[src/rtl/cmp_pkg.sv]
// Shared types and sizing helpers for the sequential magnitude comparator.
package cmp_pkg;

  typedef enum logic [0:0] {
    IDLE = 1'b0,
    SCAN = 1'b1
  } state_t;

  // Counter must hold 1..ndig inclusive.
  function automatic int cnt_width(input int ndig);
    return $clog2(ndig + 1);
  endfunction

endpackage

[src/rtl/comparator_digit.sv]
// Combinational unsigned compare of one DIGIT-bit slice; equality is neither gt nor lt.
module comparator_digit #(
  parameter int DIGIT = 2
) (
  input  logic [DIGIT-1:0] x,
  input  logic [DIGIT-1:0] y,
  output logic             gt,
  output logic             lt
);

  assign gt = (x > y);
  assign lt = (x < y);

endmodule

[src/rtl/seq_magnitude_comparator.sv]
// Multi-cycle MSB-first magnitude comparator, DIGIT bits per clock, early exit on first difference.
//
// state | meaning
// IDLE  | waiting for start; flags hold last result
// SCAN  | comparing top digit of sa/sb, shifting left while equal
module seq_magnitude_comparator
  import cmp_pkg::*;
#(
  parameter int WIDTH = 8,
  parameter int DIGIT = 2
) (
  input  logic             clk,
  input  logic             rst_n,
  input  logic             start,
  input  logic             signed_mode,
  input  logic [WIDTH-1:0] a,
  input  logic [WIDTH-1:0] b,
  output logic             busy,
  output logic             valid,
  output logic             a_gt_b,
  output logic             a_lt_b,
  output logic             a_eq_b
);

  localparam int NDIG  = WIDTH / DIGIT;
  localparam int CNT_W = cnt_width(NDIG);
  localparam logic [CNT_W-1:0] CNT_LAST = CNT_W'(NDIG);
  localparam logic [CNT_W-1:0] CNT_ONE  = CNT_W'(1);
  // Flipping the sign bit maps two's-complement order onto unsigned order.
  localparam logic [WIDTH-1:0] SIGN_MASK = {1'b1, {(WIDTH-1){1'b0}}};

  state_t           state_q, state_d;
  logic [WIDTH-1:0] sa_q, sb_q;
  logic [CNT_W-1:0] dig_cnt_q;
  logic             dig_gt, dig_lt;
  logic             load, shift, done_ne, done_eq;

  comparator_digit #(.DIGIT(DIGIT)) u_digit (
    .x  (sa_q[WIDTH-1 -: DIGIT]),
    .y  (sb_q[WIDTH-1 -: DIGIT]),
    .gt (dig_gt),
    .lt (dig_lt)
  );

  always_ff @(posedge clk or negedge rst_n) begin
    if (!rst_n) state_q <= IDLE;
    else        state_q <= state_d;
  end

  always_comb begin
    state_d = state_q;
    case (state_q)
      IDLE:    if (start) state_d = SCAN;
      SCAN:    if (done_ne || done_eq) state_d = IDLE;
      default: state_d = IDLE;
    endcase
  end

  always_comb begin
    load    = 1'b0;
    shift   = 1'b0;
    done_ne = 1'b0;
    done_eq = 1'b0;
    case (state_q)
      IDLE: load = start;
      SCAN: begin
        if (dig_gt || dig_lt)          done_ne = 1'b1;
        else if (dig_cnt_q == CNT_LAST) done_eq = 1'b1;
        else                           shift   = 1'b1;
      end
      default: ;
    endcase
  end

  always_ff @(posedge clk or negedge rst_n) begin
    if (!rst_n) begin
      sa_q      <= '0;
      sb_q      <= '0;
      dig_cnt_q <= '0;
      valid     <= 1'b0;
      a_gt_b    <= 1'b0;
      a_lt_b    <= 1'b0;
      a_eq_b    <= 1'b0;
    end else begin
      valid <= done_ne | done_eq;
      if (load) begin
        sa_q      <= signed_mode ? (a ^ SIGN_MASK) : a;
        sb_q      <= signed_mode ? (b ^ SIGN_MASK) : b;
        dig_cnt_q <= CNT_ONE;
      end else if (shift) begin
        sa_q      <= sa_q << DIGIT;
        sb_q      <= sb_q << DIGIT;
        dig_cnt_q <= dig_cnt_q + CNT_ONE;
      end
      if (done_ne) begin
        a_gt_b <= dig_gt;
        a_lt_b <= dig_lt;
        a_eq_b <= 1'b0;
      end else if (done_eq) begin
        a_gt_b <= 1'b0;
        a_lt_b <= 1'b0;
        a_eq_b <= 1'b1;
      end
    end
  end

  assign busy = (state_q == SCAN);

endmodule

[config.mk]
export PLATFORM = sky130hd
export DESIGN_NAME = seq_magnitude_comparator
export DESIGN_NICKNAME = d
export VERILOG_FILES = /design/src/rtl/cmp_pkg.sv /design/src/rtl/comparator_digit.sv /design/src/rtl/seq_magnitude_comparator.sv
export SDC_FILE = /design/constraint.sdc
export NUM_CORES = 1
export LEC_CHECK = 0
export CAP_MARGIN = 5
export CORE_UTILIZATION = 40
export CTS_BUF_LIST = sky130_fd_sc_hd__clkbuf_8
export DETAILED_ROUTE_END_ITERATION = 10
export GPL_TIMING_DRIVEN = 0
export PLACE_DENSITY = 0.64
export SYNTH_ARGS = -nofsm -noshare
export SYNTH_HDL_FRONTEND = slang
export SYNTH_HIERARCHICAL = 1
export SYNTH_SLANG_ARGS = --single-unit
[constraint.sdc]
create_clock -name clk -period 2.5 [get_ports clk]
set_input_delay 0.5 -clock clk [delete_from_list [all_inputs] [get_ports clk]]
set_output_delay 0.5 -clock clk [all_outputs]
set_load 0.01 [all_outputs]
After elaboration in Yosys (flattened, before gate mapping)
Index checks and enable logic that the tools add are counted.
- register bits: 24
- bits of input ports: 20
- output and inout bits: 5
- logic and storage cells: 45
- $add $sub $neg: 1
- magnitude comparators: 2
- equal/unequal tests: 1
- muxes and demuxes: 25
- bitwise gates (word level): 4
- reductions and logical operators: 4
- operator list (kind ; number):
    8-bit 2-to-1 mux ; 6
    1-bit 2-to-1 mux ; 16
    3-bit 2-to-1 mux ; 2
    2-bit nonzero test ; 2
    3-bit by 1-bit adder with 3-bit output (second input constant) ; 1
    3-bit equality test (second input constant) ; 1
    1-bit NOT ; 3
    2-bit greater-than comparator ; 1
    1-bit logical OR ; 2
    2-bit < comparator ; 1
    1-bit one-hot mux with 2 select lines ; 1
    1-bit bitwise OR ; 1

Depth between registers and ports, before layout
Gate-level depths: netlist of run 1.
- depth after elaboration: 7
- mapped depth: 9
- mapped depth without buffers: 7

Cells and area by module
The synthesis of run 1 kept the hierarchy.
- modules (own cells, without submodules) (module ; instances ; cells each ; area each (um2) ; sequential area each (um2)):
    seq_magnitude_comparator ; 1 ; 94 ; 1102.3 ; 600.6
    comparator_digit ; 1 ; 7 ; 65.1 ; 0.0

Least setup slack after synthesis of run 1
No wires, ideal clock.
- path kind: reg2reg
- from: register sb_q[7]
- to: register sa_q[5]
- library setup time: 0.126 ns
- arrival time: 1.869 ns
- required time: 2.374 ns
- path slack: 0.505 ns
- cell stages (with the launch flop): 10
- buffers on the path: 2
- clock period less this slack: 1.995 ns
- path through: dfrtp_1 -> inv_1 -> ha_1 -> nor2b_4 -> nor2_1 -> a211oi_4 -> and2_4 -> buf_6 -> buf_8 -> a221o_1
- cells in the longest elaborated chain, start to end: 5
- elaborated cells between the ends (all ways): 6
- classes of those cells: 2 x order compare; 2 x mux; 2 x reduce/logical
- RTL lines (item ; RTL line ; RTL):
    start, declared ; seq_magnitude_comparator.sv:33 ; logic [WIDTH-1:0] sa_q, sb_q;
    start signal, assigned ; seq_magnitude_comparator.sv:88 ; sb_q <= signed_mode ? (b ^ SIGN_MASK) : b;
    start signal, assigned ; seq_magnitude_comparator.sv:92 ; sb_q <= sb_q << DIGIT;
    2-bit < comparator ; comparator_digit.sv:12 ; assign lt = (x < y);
    net dig_lt ; seq_magnitude_comparator.sv:35 ; logic dig_gt, dig_lt;
    1-bit logical OR ; seq_magnitude_comparator.sv:67 ; if (dig_gt || dig_lt) done_ne = 1'b1;
    1-bit 2-to-1 mux ; seq_magnitude_comparator.sv:67 ;
    1-bit 2-to-1 mux ; seq_magnitude_comparator.sv:64 ; case (state_q)
    2-bit nonzero test (no line) ; - ;
    end signal, assigned ; seq_magnitude_comparator.sv:87 ; sa_q <= signed_mode ? (a ^ SIGN_MASK) : a;
    end signal, assigned ; seq_magnitude_comparator.sv:91 ; sa_q <= sa_q << DIGIT;
    end, declared ; seq_magnitude_comparator.sv:33 ;
The timed path passes the listed nets, and every way through them passes these cells.
A chain may end at the register's enable or synchronous reset.

Worst setup path after layout of run 1
- from: register sb_q[7]
- to: register sb_q[2]
- cells in the longest elaborated chain, start to end: 5
- elaborated cells between the ends (all ways): 6
- classes of those cells: 2 x order compare; 2 x mux; 2 x reduce/logical
- RTL lines (item ; RTL line):
    2-bit < comparator ; comparator_digit.sv:12
    net dig_lt ; seq_magnitude_comparator.sv:35
    1-bit logical OR ; seq_magnitude_comparator.sv:67
    1-bit 2-to-1 mux ; seq_magnitude_comparator.sv:67
    1-bit 2-to-1 mux ; seq_magnitude_comparator.sv:64
    2-bit nonzero test (no line) ; -
The timed path passes the listed nets, and every way through them passes these cells.

==> results.sh, run 1 <==
export IMPL_required_ns=2.65
export IMPL_clockRootBuffer="clkbuf_8"
export IMPL_htreeDepth=1
export IMPL_dpl_cell_count=156
export IMPL_chipHeight_um=56.0
export IMPL_port_buffers=24
export IMPL_post_cts_setup_buffer_count=0
export IMPL_critPathKind="register to register"
export IMPL_vias_per_cell=5.39
export IMPL_clock_skew_ns=0.00340
export IMPL_cts_buffers=3
export IMPL_initial_core_util=0.423
export IMPL_worstSetupStartpointType="register"
export IMPL_grt_max_degree=25
export IMPL_antenna_left=0
export IMPL_cp_num_buf_inv=3
export IMPL_vias=862
export IMPL_period_share=0.888
export IMPL_ys_seq_area_frac=0.514
export IMPL_p_leak_nw=0.664
export IMPL_powerDensity_mw_per_mm2=1380
export IMPL_maxCapViolCount=0
export IMPL_finalHoldViolations=0
export IMPL_die_x_um=56.0
export IMPL_yosysTopAreaCell="dfrtp_1"
export IMPL_synth_most_common_cell="dfrtp_1"
export IMPL_die_area_mm2=0.00314
export IMPL_clock_path_buffers=2
export IMPL_path_clk_slew_ns=0.08
export IMPL_place_area_mm2=0.00145
export IMPL_cpPeakStageDelay_ns=0.37
export IMPL_post_route_util=0.544
export IMPL_drv_slew=0
export IMPL_first_pass_iters=6
export IMPL_dp_hpwl_um=1760
export IMPL_route_detailed_drc=0
export IMPL_ys_flop_type="dfrtp_1"
export IMPL_area_delta_synth_final_pct=28.6
export IMPL_synthesis_area_mm2=0.00117
export IMPL_fin_crit_ns=2.22
export IMPL_synth_edff_count=0
export IMPL_tritoncts="built"
export IMPL_hold_buffers=0
export IMPL_insertion_delay_ns=0.27
export IMPL_io_pin_count=25
export IMPL_finalSetupTns_ns=0
export IMPL_grt_setup_unrepaired="false"
export IMPL_slowest_stage="dfrtp_1"
export IMPL_rows=19
export IMPL_cp_top_family="simple AND/OR/NAND/NOR gates"
export IMPL_antenna_found_initial=0
export IMPL_syn_avg_cell_area_um2=11.6
export IMPL_cp_max_fo=10
export IMPL_coreArea_mm2=0.00276
export IMPL_tightestPinTransition_ns=1.06
export IMPL_setup_viol=0
export IMPL_post_route_cells_drive_above_1_share=0.155
export IMPL_fin_cells=160
export IMPL_status="complete, no violations"
export IMPL_globalplace_congestion=0.749
export IMPL_ys_ff_latch=24
export IMPL_max_freq_mhz=451
export IMPL_routed_wl_um=2440
export IMPL_cp_arrival_ns=2.37
export IMPL_grt_pass1_wl_um=4170
export IMPL_num_antenna_cells=0
export IMPL_yosysUniqueCellTypes=31
export IMPL_numClockSinks=24
export IMPL_cp_cell_sequence="inv_1, ha_1, nor2b_4, nor2_1, a211oi_4, and2_4, buf_6, buf_8, a221o_1"
export IMPL_drtIter0Drc=34
export IMPL_power_mw=2.07
export IMPL_ys_top_cells_by_area="dfrtp_1, a221o_2, a221o_1"
export IMPL_synthCells=101
export IMPL_final_cell_area_mm2=0.00150
export IMPL_worstHoldPathType="register to register"
export IMPL_peakVddDrop_uv=1030
export IMPL_synth_top_area_share=0.514
export IMPL_synthArstFlopShare=1.00
export IMPL_overflow=0
export IMPL_cts_resized_gates=0
export IMPL_crit_path_end_kind="register"
export IMPL_synth_common_cells="dfrtp_1, nand2_1, and2_1"
export IMPL_yosysWarnings=6
export IMPL_syn_nets=125
export IMPL_slew_headroom=0.294
export IMPL_drt_wirelength_per_cell_um=15.2
export IMPL_grt_pass1_vias=921
export IMPL_nNetsFinal=154
export IMPL_grt_use_total=0.179
routing by layer:
| metal | global-route usage | vias up | share of wire |
|---|---|---|---|
| li1 | - | 416 | - |
| met1 | 0.219 | 427 | 0.46 |
| met2 | 0.284 | 14 | 0.48 |
| met3 | 0.0512 | 5 | 0.036 |
| met4 | 0.0976 | 0 | 0.021 |
| met5 | 0 | - | 0 |
cells by family (layout without fill, tap and decap cells):
kind of cell,after synthesis,count (layout),synth area share
simple gates,31,31,0.140
xor+xnor,2,2,0.0150
mux,1,1,0.00857
buf+inv,11,39,0.0579
fa+ha+maj,4,4,0.0429
flops,24,24,0.514
compound gates,28,28,0.221
worst reg2reg max path: cells and delay by family (launching register included):
family,cells,cell delay (ns)
compound gates,2,0.45
simple gates,3,0.65
fa+ha+maj,1,0.31
flops,1,0.37
buf+inv,3,0.32
per-stage QoR:
step                      hold WS (ns)  setup WS, ns
final                            0.499         0.280
after global routing             0.530         0.160
after CTS                        0.504         0.282
after detailed placement         0.485         0.310
after global placement           0.479         0.325
after floorplan                  0.204         0.505
area by class of cell:
| type | count | area [µm²] |
|---|---|---|
| buffer | 5 | 45.0 |
| fill | 254 | 1260 |
| multi-input combinational | 66 | 499 |
| timing repair buffer | 24 | 240 |
| inverter | 6 | 22.5 |
| clock buffer | 4 | 55.1 |
| sequential | 24 | 601 |
| tap | 31 | 38.8 |
sequential cells by signal (all words and copies together) (netlist names):
signal and flops:
sb_q 8, sa_q 8, busy 1, a_gt_b 1
a_eq_b 1, dig_cnt_q 3, valid 1, a_lt_b 1
power by group:
group | switching, mW | total [mW] | internal [mW]
combinational | 0.543 | 1.10 | 0.559
sequential | 0.121 | 0.702 | 0.581
clock | 0.121 | 0.262 | 0.141
total | 0.785 | 2.07 | 1.28
final timing paths:
| path | from | endpoint | slack, ns | cells after the start |
|---|---|---|---|---|
| max in group asynchronous | rst_n | sb_q[1] | 1.06 | 1 |
| min in group asynchronous | rst_n | a_gt_b | 0.80 | 1 |
| min reg2reg | a_lt_b | a_lt_b | 0.50 | 1 |
| min | a_lt_b | a_lt_b | 0.50 | 1 |
| max reg2reg | sb_q[7] | sb_q[2] | 0.28 | 9 |
| max | sb_q[7] | sb_q[2] | 0.28 | 9 |
cell usage in the layout (no fill, tap or decap), drive strengths merged:
cell type,Yosys,layout
a2bb2oi,1,1
ha,4,4
buf,3,3
and2,9,9
nor2,4,4
nand2b,1,1
dfrtp,24,24
a221o,11,11
inv,6,6
o31ai,2,2
a22o,2,2
nor2b,3,3
a211oi,2,2
and3,1,1
nand3,1,1
a21oi,2,2
clkdlybuf4s50,0,24
a31oi,1,1
mux2i,1,1
nand2,12,12
a211o,1,1
clkbuf,2,6
o21ai,4,4
o211ai,1,1
o21a,1,1
xnor2,2,2
No activity file was read; power rests on OpenSTA's default activity.
==> run 2: changes to the inputs <==
--- a/config.mk
+++ b/config.mk
@@ -11,6 +11,7 @@
 export DETAILED_ROUTE_END_ITERATION = 10
 export GPL_TIMING_DRIVEN = 0
 export PLACE_DENSITY = 0.64
+export SKIP_LAST_GASP = 1
 export SYNTH_ARGS = -nofsm -noshare
 export SYNTH_HDL_FRONTEND = slang
 export SYNTH_HIERARCHICAL = 1
==> results of run 2 <==
Same layout as run 1: the final DEF is identical, and so are final timing and power.
==> run 3: changes to the inputs <==
--- a/config.mk
+++ b/config.mk
@@ -5,12 +5,14 @@
 export SDC_FILE = /design/constraint.sdc
 export NUM_CORES = 1
 export LEC_CHECK = 0
-export CAP_MARGIN = 5
-export CORE_UTILIZATION = 40
+export CAP_MARGIN = 10
+export CELL_PAD_IN_SITES_DETAIL_PLACEMENT = 0
+export CELL_PAD_IN_SITES_GLOBAL_PLACEMENT = 2
+export CORE_UTILIZATION = 33
 export CTS_BUF_LIST = sky130_fd_sc_hd__clkbuf_8
 export DETAILED_ROUTE_END_ITERATION = 10
 export GPL_TIMING_DRIVEN = 0
-export PLACE_DENSITY = 0.64
+export PLACE_DENSITY = 0.79
 export SKIP_LAST_GASP = 1
 export SYNTH_ARGS = -nofsm -noshare
 export SYNTH_HDL_FRONTEND = slang
==> run 3 against run 2 <==
  * Sequential cell count unchanged
  * Sequential share of layout area down 0.49 points
  * Cell count up 9.4%
  * Wire length down 3.5%
  * Largest cell class unchanged
  * Design area up 1.3%
  * Setup slack better by 0.047 ns
  * Die area up 20%
  * Maximum frequency up 2.1%
  * Via count down 0.58%
  * Critical path depth unchanged
==> results.sh, run 3 (synthesis results as in run 1) <==
export IMPL_status="complete, no violations"
export IMPL_drv_slew=0
export IMPL_critPathKind="register to register"
export IMPL_regToRegSetupSlack_ns=0.33
export IMPL_antenna_found_initial=0
export IMPL_area_delta_synth_final_pct=30.2
export IMPL_finalSetupTns_ns=0
export IMPL_power_switching_uw=762
export IMPL_r2r_end="sb_q[3]"
export IMPL_grt_pass1_vias=789
export IMPL_nNetsFinal=154
export IMPL_place_area_mm2=0.00147
export IMPL_numClockSinks=24
export IMPL_tritoncts="built"
export IMPL_coreArea_mm2=0.00336
export IMPL_min_to="sb_q[2]"
export IMPL_use_met1=0.199
export IMPL_peakVddDrop_uv=606
export IMPL_routed_wl_um=2350
export IMPL_finalHoldViolations=0
export IMPL_cts_resized_gates=0
export IMPL_max_freq_mhz=460
export IMPL_fillCellCount=353
export IMPL_die_x_um=61.5
export IMPL_pwr_share_clk=0.129
export IMPL_clock_skew_ns=0.00393
export IMPL_cpPeakStageDelay_ns=0.36
export IMPL_grt_setup_unrepaired="false"
export IMPL_grtUsageMet3=0.0378
export IMPL_p_sw_frac=0.374
export IMPL_overflow=0
export IMPL_worstSetupStartpointType="register"
export IMPL_globalplace_congestion=0.735
export IMPL_cts_buffers=3
export IMPL_num_antenna_cells=0
export IMPL_cp_cell_sequence="inv_1, ha_1, nor2b_4, nor2_1, a211oi_4, and2_4, buf_6, buf_8, a221o_1"
export IMPL_rows=21
export IMPL_clock_path_buffers=2
export IMPL_internal_power_mw=1.28
export IMPL_fin_hold_ws_ns=0.509
export IMPL_tightestPinTransition_ns=1.08
export IMPL_min_from="sb_q[0]"
export IMPL_grt_busiest_layer="met2"
export IMPL_post_cts_setup_buffer_count=0
export IMPL_first_pass_iters=4
export IMPL_cp_arrival_ns=2.32
export IMPL_r2r_start="sb_q[7]"
export IMPL_drt_wirelength_per_cell_um=13.4
export IMPL_grt_max_degree=25
export IMPL_vias_per_cell=4.90
export IMPL_grt_pass1_wl_um=3730
export IMPL_slew_headroom=0.277
export IMPL_met2_usage=0.213
export IMPL_maxCapViolCount=0
export IMPL_dpl_cell_count=171
export IMPL_dp_hpwl_um=1710
export IMPL_required_ns=2.65
export IMPL_drtIter0Drc=25
export IMPL_htreeDepth=1
export IMPL_vias=857
export IMPL_post_route_cells_drive_above_1_share=0.155
export IMPL_fin_cells=175
export IMPL_hold_buffers=0
export IMPL_worstHoldPathType="register to register"
export IMPL_fin_crit_ns=2.17
export IMPL_insertion_delay_ns=0.26
export IMPL_reg_top3="sa_q (8), sb_q (8), dig_cnt_q (3)"
export IMPL_grt_use_total=0.141
export IMPL_path_clk_slew_ns=0.09
export IMPL_final_cell_mix="dfrtp_1, clkdlybuf4s50_1, nand2_1"
export IMPL_p_seq_frac=0.342
export IMPL_chipHeight_um=61.5
export IMPL_cp_max_fo=10
export IMPL_holdPathStages=1
export IMPL_io_pin_count=25
export IMPL_setup_viol=0
export IMPL_antenna_left=0
export IMPL_clockRootBuffer="clkbuf_8"
export IMPL_period_share=0.869
export IMPL_crit_path_end_kind="register"
export IMPL_powerDensity_mw_per_mm2=1340
export IMPL_rr_worst_depth=9
export IMPL_final_cell_area_mm2=0.00152
export IMPL_p_leak_nw=0.664
export IMPL_slowest_stage="dfrtp_1"
export IMPL_initial_core_util=0.347
export IMPL_die_area_mm2=0.00378
export IMPL_port_buffers=24
export IMPL_comb_power_share=0.529
export IMPL_route_detailed_drc=0
-- run 3: cell counts in the layout (fill, tap and decap cells not counted) --
No cell type changed its count.
-- run 3: layout make-up --
type	instances	area (µm²)	area share
Inverter	6	22.5	0.0148
Timing Repair Buffer	24	240	0.158
Sequential cell	24	601	0.395
Buffer	5	45.0	0.0296
Clock buffer	4	55.1	0.0362
Multi-Input combinational cell	66	499	0.328
Tap cell	46	57.6	0.0379
-- run 3: metrics by stage --
step,util,worst slack (ns),total power [mW]
finish,0.452,0.327,2.04
global route,0.452,0.196,2.20
CTS,0.452,0.302,2.06
detailed placement,0.436,0.297,1.79
global placement,0.436,0.298,1.78
floorplan,-,0.505,1.49
-- run 3: power groups by stage --
stage	clock [mW]	sequential (mW)	combinational, mW
final	0.262	0.697	1.08
after global routing	0.285	0.723	1.19
after CTS	0.270	0.698	1.10
after detailed placement	0	0.705	1.09
after global placement	0	0.703	1.08
after floorplan	0	0.694	0.800
-- run 3: how the worst max path moves through the flow --
stage | cells after the start | end | startpoint | slack, ns
floorplan | 9 | sa_q[5] | sb_q[7] | 0.50
global placement | 9 | sa_q[6] | sb_q[7] | 0.30
detailed placement | 5 | sb_q[3] | start | 0.30
CTS | 9 | sa_q[5] | sb_q[7] | 0.30
global route | 9 | sb_q[3] | sb_q[7] | 0.20
finish | 9 | sb_q[3] | sb_q[7] | 0.33
-- run 3: per-layer routing --
layer	vias to the layer above	routed length [µm]
met5	-	0
met4	0	19
met3	2	54
met2	9	1100
met1	427	1180
li1	419	-
-- run 3: critical path: cells and delay by family, from the launching register on --
family / cells / cell delay, ns
AO/OA/AOI/OAI: 2 / 0.44
adder cells (fa/ha/maj): 1 / 0.31
buffers and inverters: 3 / 0.30
flip-flops: 1 / 0.36
AND/OR/NAND/NOR: 3 / 0.64
